--- config.mk ---
export PLATFORM = sky130hd
export DESIGN_NAME = uart_rx_deser_param_flat
export DESIGN_NICKNAME = d
export VERILOG_FILES = /design/src/rtl/uart_rx_deser_param_if.sv /design/src/rtl/uart_rx_deser_param.sv /design/src/flat_wrapper.sv
export SDC_FILE = /design/constraint.sdc
export NUM_CORES = 1
export LEC_CHECK = 0
export ABC_AREA = 1
export CAP_MARGIN = 20
export CELL_PAD_IN_SITES_DETAIL_PLACEMENT = 1
export CELL_PAD_IN_SITES_GLOBAL_PLACEMENT = 2
export CORE_MARGIN = 4
export CORE_UTILIZATION = 28
export CTS_CLUSTER_SIZE = 14
export DETAILED_ROUTE_END_ITERATION = 8
export PLACE_DENSITY = 0.88
export SKIP_CTS_REPAIR_TIMING = 1
export SYNTH_ARGS = -nofsm -noshare
export SYNTH_HDL_FRONTEND = slang
export SYNTH_SLANG_ARGS = --single-unit
--- constraint.sdc ---
create_clock -name clk_se -period 3.3 [get_ports clk_se]
set_input_delay 0.66 -clock clk_se [delete_from_list [all_inputs] [get_ports clk_se]]
set_output_delay 0.66 -clock clk_se [all_outputs]
set_load 0.01 [all_outputs]
--- src/rtl/uart_rx_deser_param_if.sv ---
// uart_rx_deser_param_if: bundle between the RX front end (master) and the deserializer (slave)
//   master drives: frame_start_se, deser_en_se, sampled_bit_se, edge_count_se, prescale_se, data_len_se
//   slave drives:  p_data_se, p_data_vld_se, busy_se, bit_cnt_se, len_err_se
interface uart_rx_deser_param_if #(
    parameter int DATA_WIDTH = 8,
    parameter int PRESCALE_W = 6,
    parameter int LEN_W      = $clog2(DATA_WIDTH + 1)
);
    logic                  frame_start_se;
    logic                  deser_en_se;
    logic                  sampled_bit_se;
    logic [PRESCALE_W-1:0] edge_count_se;
    logic [PRESCALE_W-1:0] prescale_se;
    logic [LEN_W-1:0]      data_len_se;
    logic [DATA_WIDTH-1:0] p_data_se;
    logic                  p_data_vld_se;
    logic                  busy_se;
    logic [LEN_W-1:0]      bit_cnt_se;
    logic                  len_err_se;
    modport master (
        output frame_start_se, deser_en_se, sampled_bit_se, edge_count_se, prescale_se, data_len_se,
        input  p_data_se, p_data_vld_se, busy_se, bit_cnt_se, len_err_se
    );
    modport slave (
        input  frame_start_se, deser_en_se, sampled_bit_se, edge_count_se, prescale_se, data_len_se,
        output p_data_se, p_data_vld_se, busy_se, bit_cnt_se, len_err_se
    );
endinterface

--- src/rtl/uart_rx_deser_param.sv ---
// uart_rx_deser_param: collects oversampled UART data bits into a runtime-length word
//   clk_se, rst_se : clock and synchronous active-high reset
//   s (slave)      : frame control and sampled bit in; completed word, valid pulse, status out
module uart_rx_deser_param #(
    parameter int DATA_WIDTH = 8,
    parameter int PRESCALE_W = 6,
    parameter int MSB_FIRST  = 0,
    parameter int LEN_W      = $clog2(DATA_WIDTH + 1)
) (
    input logic                  clk_se,
    input logic                  rst_se,
    uart_rx_deser_param_if.slave s
);
    typedef enum logic {IDLE, SHIFT} state_t;
    state_t                state_q, state_d;
    logic [DATA_WIDTH-1:0] shift_q, shift_d, pdata_q, pdata_d;
    logic [LEN_W-1:0]      cnt_q, cnt_d, len_q, len_d, idx;
    logic                  vld_q, vld_d, err_q, err_d, capture, len_ok, last;
    // prescale below 2 has no valid sample point, so it never captures
    assign capture = s.deser_en_se && state_q == SHIFT && s.prescale_se > PRESCALE_W'(1)
                     && s.edge_count_se == s.prescale_se - PRESCALE_W'(1);
    assign len_ok  = s.data_len_se != '0 && s.data_len_se <= LEN_W'(DATA_WIDTH);
    assign idx     = MSB_FIRST != 0 ? len_q - cnt_q - LEN_W'(1) : cnt_q;
    assign last    = cnt_q == len_q - LEN_W'(1);
    always_comb begin
        state_d = state_q;
        shift_d = shift_q;
        cnt_d   = cnt_q;
        len_d   = len_q;
        pdata_d = pdata_q;
        vld_d   = 1'b0;
        err_d   = err_q;
        // frame_start has priority: it aborts any partial frame and drops a coincident capture
        if (s.frame_start_se) begin
            state_d = len_ok ? SHIFT : IDLE;
            shift_d = '0;
            cnt_d   = '0;
            len_d   = len_ok ? s.data_len_se : len_q;
            err_d   = err_q | ~len_ok;
        end else if (capture) begin
            // shift reg is cleared at frame start, so OR-ing in each bit leaves unused positions zero
            shift_d = shift_q | (DATA_WIDTH'(s.sampled_bit_se) << idx);
            cnt_d   = last ? '0 : cnt_q + LEN_W'(1);
            state_d = last ? IDLE : SHIFT;
            pdata_d = last ? shift_d : pdata_q;
            vld_d   = last;
        end
    end
    always_ff @(posedge clk_se) begin
        if (rst_se) begin
            state_q <= IDLE;
            shift_q <= '0;
            cnt_q   <= '0;
            len_q   <= '0;
            pdata_q <= '0;
            vld_q   <= 1'b0;
            err_q   <= 1'b0;
        end else begin
            state_q <= state_d;
            shift_q <= shift_d;
            cnt_q   <= cnt_d;
            len_q   <= len_d;
            pdata_q <= pdata_d;
            vld_q   <= vld_d;
            err_q   <= err_d;
        end
    end
    assign s.p_data_se     = pdata_q;
    assign s.p_data_vld_se = vld_q;
    assign s.busy_se       = state_q == SHIFT;
    assign s.bit_cnt_se    = cnt_q;
    assign s.len_err_se    = err_q;
endmodule

--- src/flat_wrapper.sv ---
// flat-port wrapper written by rule: the top's interface ports become plain ports
module uart_rx_deser_param_flat 
#(
    parameter int DATA_WIDTH = 8,
    parameter int PRESCALE_W = 6,
    parameter int MSB_FIRST  = 0,
    parameter int LEN_W      = $clog2(DATA_WIDTH + 1)
)
  (clk_se, rst_se, s_frame_start_se, s_deser_en_se, s_sampled_bit_se, s_edge_count_se, s_prescale_se, s_data_len_se, s_p_data_se, s_p_data_vld_se, s_busy_se, s_bit_cnt_se, s_len_err_se);
  uart_rx_deser_param_if #(.DATA_WIDTH(DATA_WIDTH), .PRESCALE_W(PRESCALE_W), .LEN_W(LEN_W)) s_i ();
  input logic clk_se;
  input logic rst_se;
  input wire logic [$bits(s_i.frame_start_se)-1:0] s_frame_start_se;
  input wire logic [$bits(s_i.deser_en_se)-1:0] s_deser_en_se;
  input wire logic [$bits(s_i.sampled_bit_se)-1:0] s_sampled_bit_se;
  input wire logic [$bits(s_i.edge_count_se)-1:0] s_edge_count_se;
  input wire logic [$bits(s_i.prescale_se)-1:0] s_prescale_se;
  input wire logic [$bits(s_i.data_len_se)-1:0] s_data_len_se;
  output wire logic [$bits(s_i.p_data_se)-1:0] s_p_data_se;
  output wire logic [$bits(s_i.p_data_vld_se)-1:0] s_p_data_vld_se;
  output wire logic [$bits(s_i.busy_se)-1:0] s_busy_se;
  output wire logic [$bits(s_i.bit_cnt_se)-1:0] s_bit_cnt_se;
  output wire logic [$bits(s_i.len_err_se)-1:0] s_len_err_se;
  assign s_i.frame_start_se = s_frame_start_se;
  assign s_i.deser_en_se = s_deser_en_se;
  assign s_i.sampled_bit_se = s_sampled_bit_se;
  assign s_i.edge_count_se = s_edge_count_se;
  assign s_i.prescale_se = s_prescale_se;
  assign s_i.data_len_se = s_data_len_se;
  assign s_p_data_se = s_i.p_data_se;
  assign s_p_data_vld_se = s_i.p_data_vld_se;
  assign s_busy_se = s_i.busy_se;
  assign s_bit_cnt_se = s_i.bit_cnt_se;
  assign s_len_err_se = s_i.len_err_se;
  uart_rx_deser_param #(.DATA_WIDTH(DATA_WIDTH), .PRESCALE_W(PRESCALE_W), .MSB_FIRST(MSB_FIRST), .LEN_W(LEN_W)) u_core (.clk_se(clk_se), .rst_se(rst_se), .s(s_i));
endmodule
==> metrics.md <==
| Metric | Value |
|---|---|
| Status | `completed` |
| Via count | `1,457` |
| Core ar. | `5140 sq um` |
| First-pass GRT wire length | `6670 um` |
| Crit-path cells | `clkdlybuf4s50_1, inv_2, ha_1, nand2_1, nand3_1, nor2_1, nand3_2, nor2_4, nand2_2, nand2_1, a21oi_1` |
| Switch Pwr | `166 uW` |
| Largest vdd supply drop | `201 uV` |
| Final Wtd Congestion | `0.737` |
| Worst Hold Slack | `0.457 ns` |
| Port-buffer cells | `35` |
| Synth Area in Compound Gates | `12.8%` |
| Comb pwr share | `15.8%` |
| RSZ-0062 raised after global routing | `false` |
| Post-Synth XOR/XNOR Area | `4.09%` |
| Most Frequent Cell on Critical Path | `nand2_1` |
| Die area | `6590 sq um` |
| Critical path class | `primary input to flip-flop` |
| P_int | `465 uW` |
| Sw Ratio | `26.3%` |
| Layout net count | `289` |
| Die height | `81.2 um` |
| Synthesized instance count | `227` |
| Worst Tran Pin Value | `0.753 ns` |
| Pwr dens | `321 nW/um^2` |
| Initial Util | `29.2%` |
| Overflow after GRT | `0` |
| Adder-Cell Fraction of Synth Area | `3.34%` |
| Ratio of cells with drive above 1 in the final layout | `6.84%` |
| Post-route ant nets | `0` |
| Largest net degree at the start of global routing | `17` |
| Clock network fraction of design power | `31.1%` |
| Area of the mapped netlist | `1500 sq um` |
| Remaining routing DRC violations | `0` |
| Final WL | `3730 um` |
| Power Total | `631 uW` |
| Most common cell after layout, fill and taps aside | `nand2_1` |
| Vias in the first global route | `1,531` |
| Required @ worst endpoint | `3.47 ns` |
| R2R Setup Slk | `1.48 ns` |
| Period Utilization, post-route | `73.9%` |
| Area growth, synth to finish | `31.2%` |
| Detailed Routing Iterations Pass 1 | `4` |
| Most frequent cells in the layout | `nand2_1, inv_1, clkdlybuf4s50_1` |
| Worst reg2reg path startpoint | `u_core.len_q[0]` |
| Arr. time, crit path | `2.61 ns` |
| Aggregate global-route resource usage | `12.5%` |
| Maximum clock frequency | `410 MHz` |
| Clock Latency Late Sink | `0.27 ns` |
| CP top delay family | `simple AND/OR/NAND/NOR gates` |
| Hold Path Cell Cnt | `2` |
| Detailed Route Iter0 Violations | `35` |
| Fill cell count | `699` |
| WL/cell | `11.2 um` |
| CP max-delay cell | `clkdlybuf4s50_1` |
| Post-synthesis mux area share | `0%` |
| DP Wirelength | `3000 um` |
| FF-to-FF End | `u_core.s.p_data_se[7]` |
| CTS tree | `yes` |
| Worst Hold End | `u_core.shift_q[4]` |
| Setup slack at placement | `0.521 ns` |
| Root buf cell | `clkbuf_8` |
| Setup TNS | `0 ns` |
| Startpoint Class | `primary input` |
| Largest family of logic cells by synthesized area | `simple AND/OR/NAND/NOR gates` |
| Die X | `81.2 um` |
| Post-synthesis cell type count | `22` |
| Seq/Total Area, Yosys | `36.0%` |
| Clock transition at path regs | `0.10 ns` |
| CP max stage delay | `0.55 ns` |
| Simple-gate share of the synthesized area | `31.9%` |
| Clock Tree Buf Depth | `2` |
| Crit path max fanout | `13` |
| Ys Warns | `0` |
| Clk_skew | `0.00254 ns` |
| Static Leakage | `0.000824 uW` |
| Pins over their slew limit | `0` |
| H-tree Lvls | `1` |
| Flop pwr share | `53.1%` |
| N_diodes | `0` |
| Top Ports | `36` |
| Max cap viols | `0` |
| Rows | `26` |
| Post-route setup slack | `0.863 ns` |
| Path depth of the worst reg2reg path | `10` |
| Hold Crit Class | `flip-flop to flip-flop` |
| Avg Cell Area, Syn | `6.61 sq um` |
| Initial antenna violation count | `0` |
| Worst hold start | `u_core.shift_q[4]` |
| Cts bufs inserted | `3` |
| Syn nets | `252` |
| Rel. slew slack | `49.6%` |
| Vias/cell | `4.38` |
| Fin crit period | `2.44 ns` |
| Crit end category | `flip-flop` |
| Endpoints failing setup | `0` |
| Synth Register Bits | `27` |
| Count of final hold-check violations | `0` |
| Worst Path Buf+Inv | `2` |
| Clock sinks | `27` |
-- cell type report --
class | instances | area, sq um | share of cell area (%)
repair buffers | 36 | 358 | 18.2
inverters | 40 | 150 | 7.63
flip-flops and latches | 27 | 541 | 27.5
clock buffers | 3 | 41.3 | 2.10
clock inverters | 1 | 7.51 | 0.381
well taps | 70 | 87.6 | 4.45
multi-input cells | 156 | 783 | 39.8
-- cell usage after synthesis, drive strengths merged --
library cell | count | area share, %
nand2 | 67 | 17
inv | 40 | 10
dfxtp | 27 | 36
a21oi | 23 | 7.7
nand3 | 23 | 8.0
nor2 | 15 | 5.7
o21ai | 14 | 4.7
ha | 4 | 3.3
xor2 | 4 | 2.3
xnor2 | 3 | 1.8
buf | 2 | 1.3
clkbuf | 2 | 0.50
a211oi | 1 | 0.50
nand3b | 1 | 0.50
nor3 | 1 | 0.33
-- worst max path at each step --
stage | slack, ns | to | cells after the start | start
finish | 0.86 | u_core.s.p_data_se[7] | 11 | s_prescale_se[0]
global route | 0.69 | u_core.s.p_data_se[2] | 13 | s_prescale_se[0]
CTS | 0.82 | u_core.s.p_data_se[7] | 11 | s_prescale_se[0]
detailed placement | 0.52 | u_core.s.p_data_se[7] | 11 | s_prescale_se[0]
global placement | 0.59 | u_core.s.p_data_se[2] | 11 | s_prescale_se[0]
floorplan | 1.46 | u_core.s.p_data_se[1] | 10 | s_prescale_se[0]
-- per-stage QoR --
step	instance area, sq um	util, %	cells
floorplan	1500	-	227
global placement	1920	37.3	329
detailed placement	1920	37.3	329
CTS	1970	38.3	333
global route	1970	38.3	333
finish	1970	38.3	333
-- sequential cells by signal, summed over array words and instances (netlist names) --
name / cells
u_core.len_q: 4
u_core.shift_q: 8
u_core.s.busy_se: 1
u_core.s.bit_cnt_se: 4
u_core.s.p_data_se: 8
u_core.s.p_data_vld_se: 1
u_core.s.len_err_se: 1
-- logic make-up (layout without fill, tap and decap cells) --
kind of cell / Yosys count / after routing
fa+ha+maj: 4 / 4
buf+inv: 44 / 80
compound gates: 38 / 38
simple gates: 107 / 107
xor+xnor: 7 / 7
flops: 27 / 27
-- power by group through the flow --
stage / Combinational (uW) / Sequential [uW] / Clock, uW
after floorplan: 55.1 / 342 / 0
after global placement: 99.9 / 342 / 0
after detailed placement: 101 / 343 / 0
after CTS: 102 / 335 / 204
after global routing: 116 / 336 / 217
final: 99.8 / 335 / 196
-- tightest hold or removal path: cells and delay by family, from the launching register on --
family	cells	cell delay, ns
AOI/OAI and AO/OA	1	0.06
buffers and inverters	1	0.06
DFF	1	0.31
-- layer usage --
metal | up-vias | global-route usage [%] | part of all wire (%)
met2 | 20 | 22.2 | 47
met1 | 655 | 16.1 | 48
li1 | 778 | - | -
met3 | 4 | 2.11 | 3.5
met5 | - | 0 | 0
met4 | 0 | 2.03 | 0.64
Power figures use the tool's default switching activity.
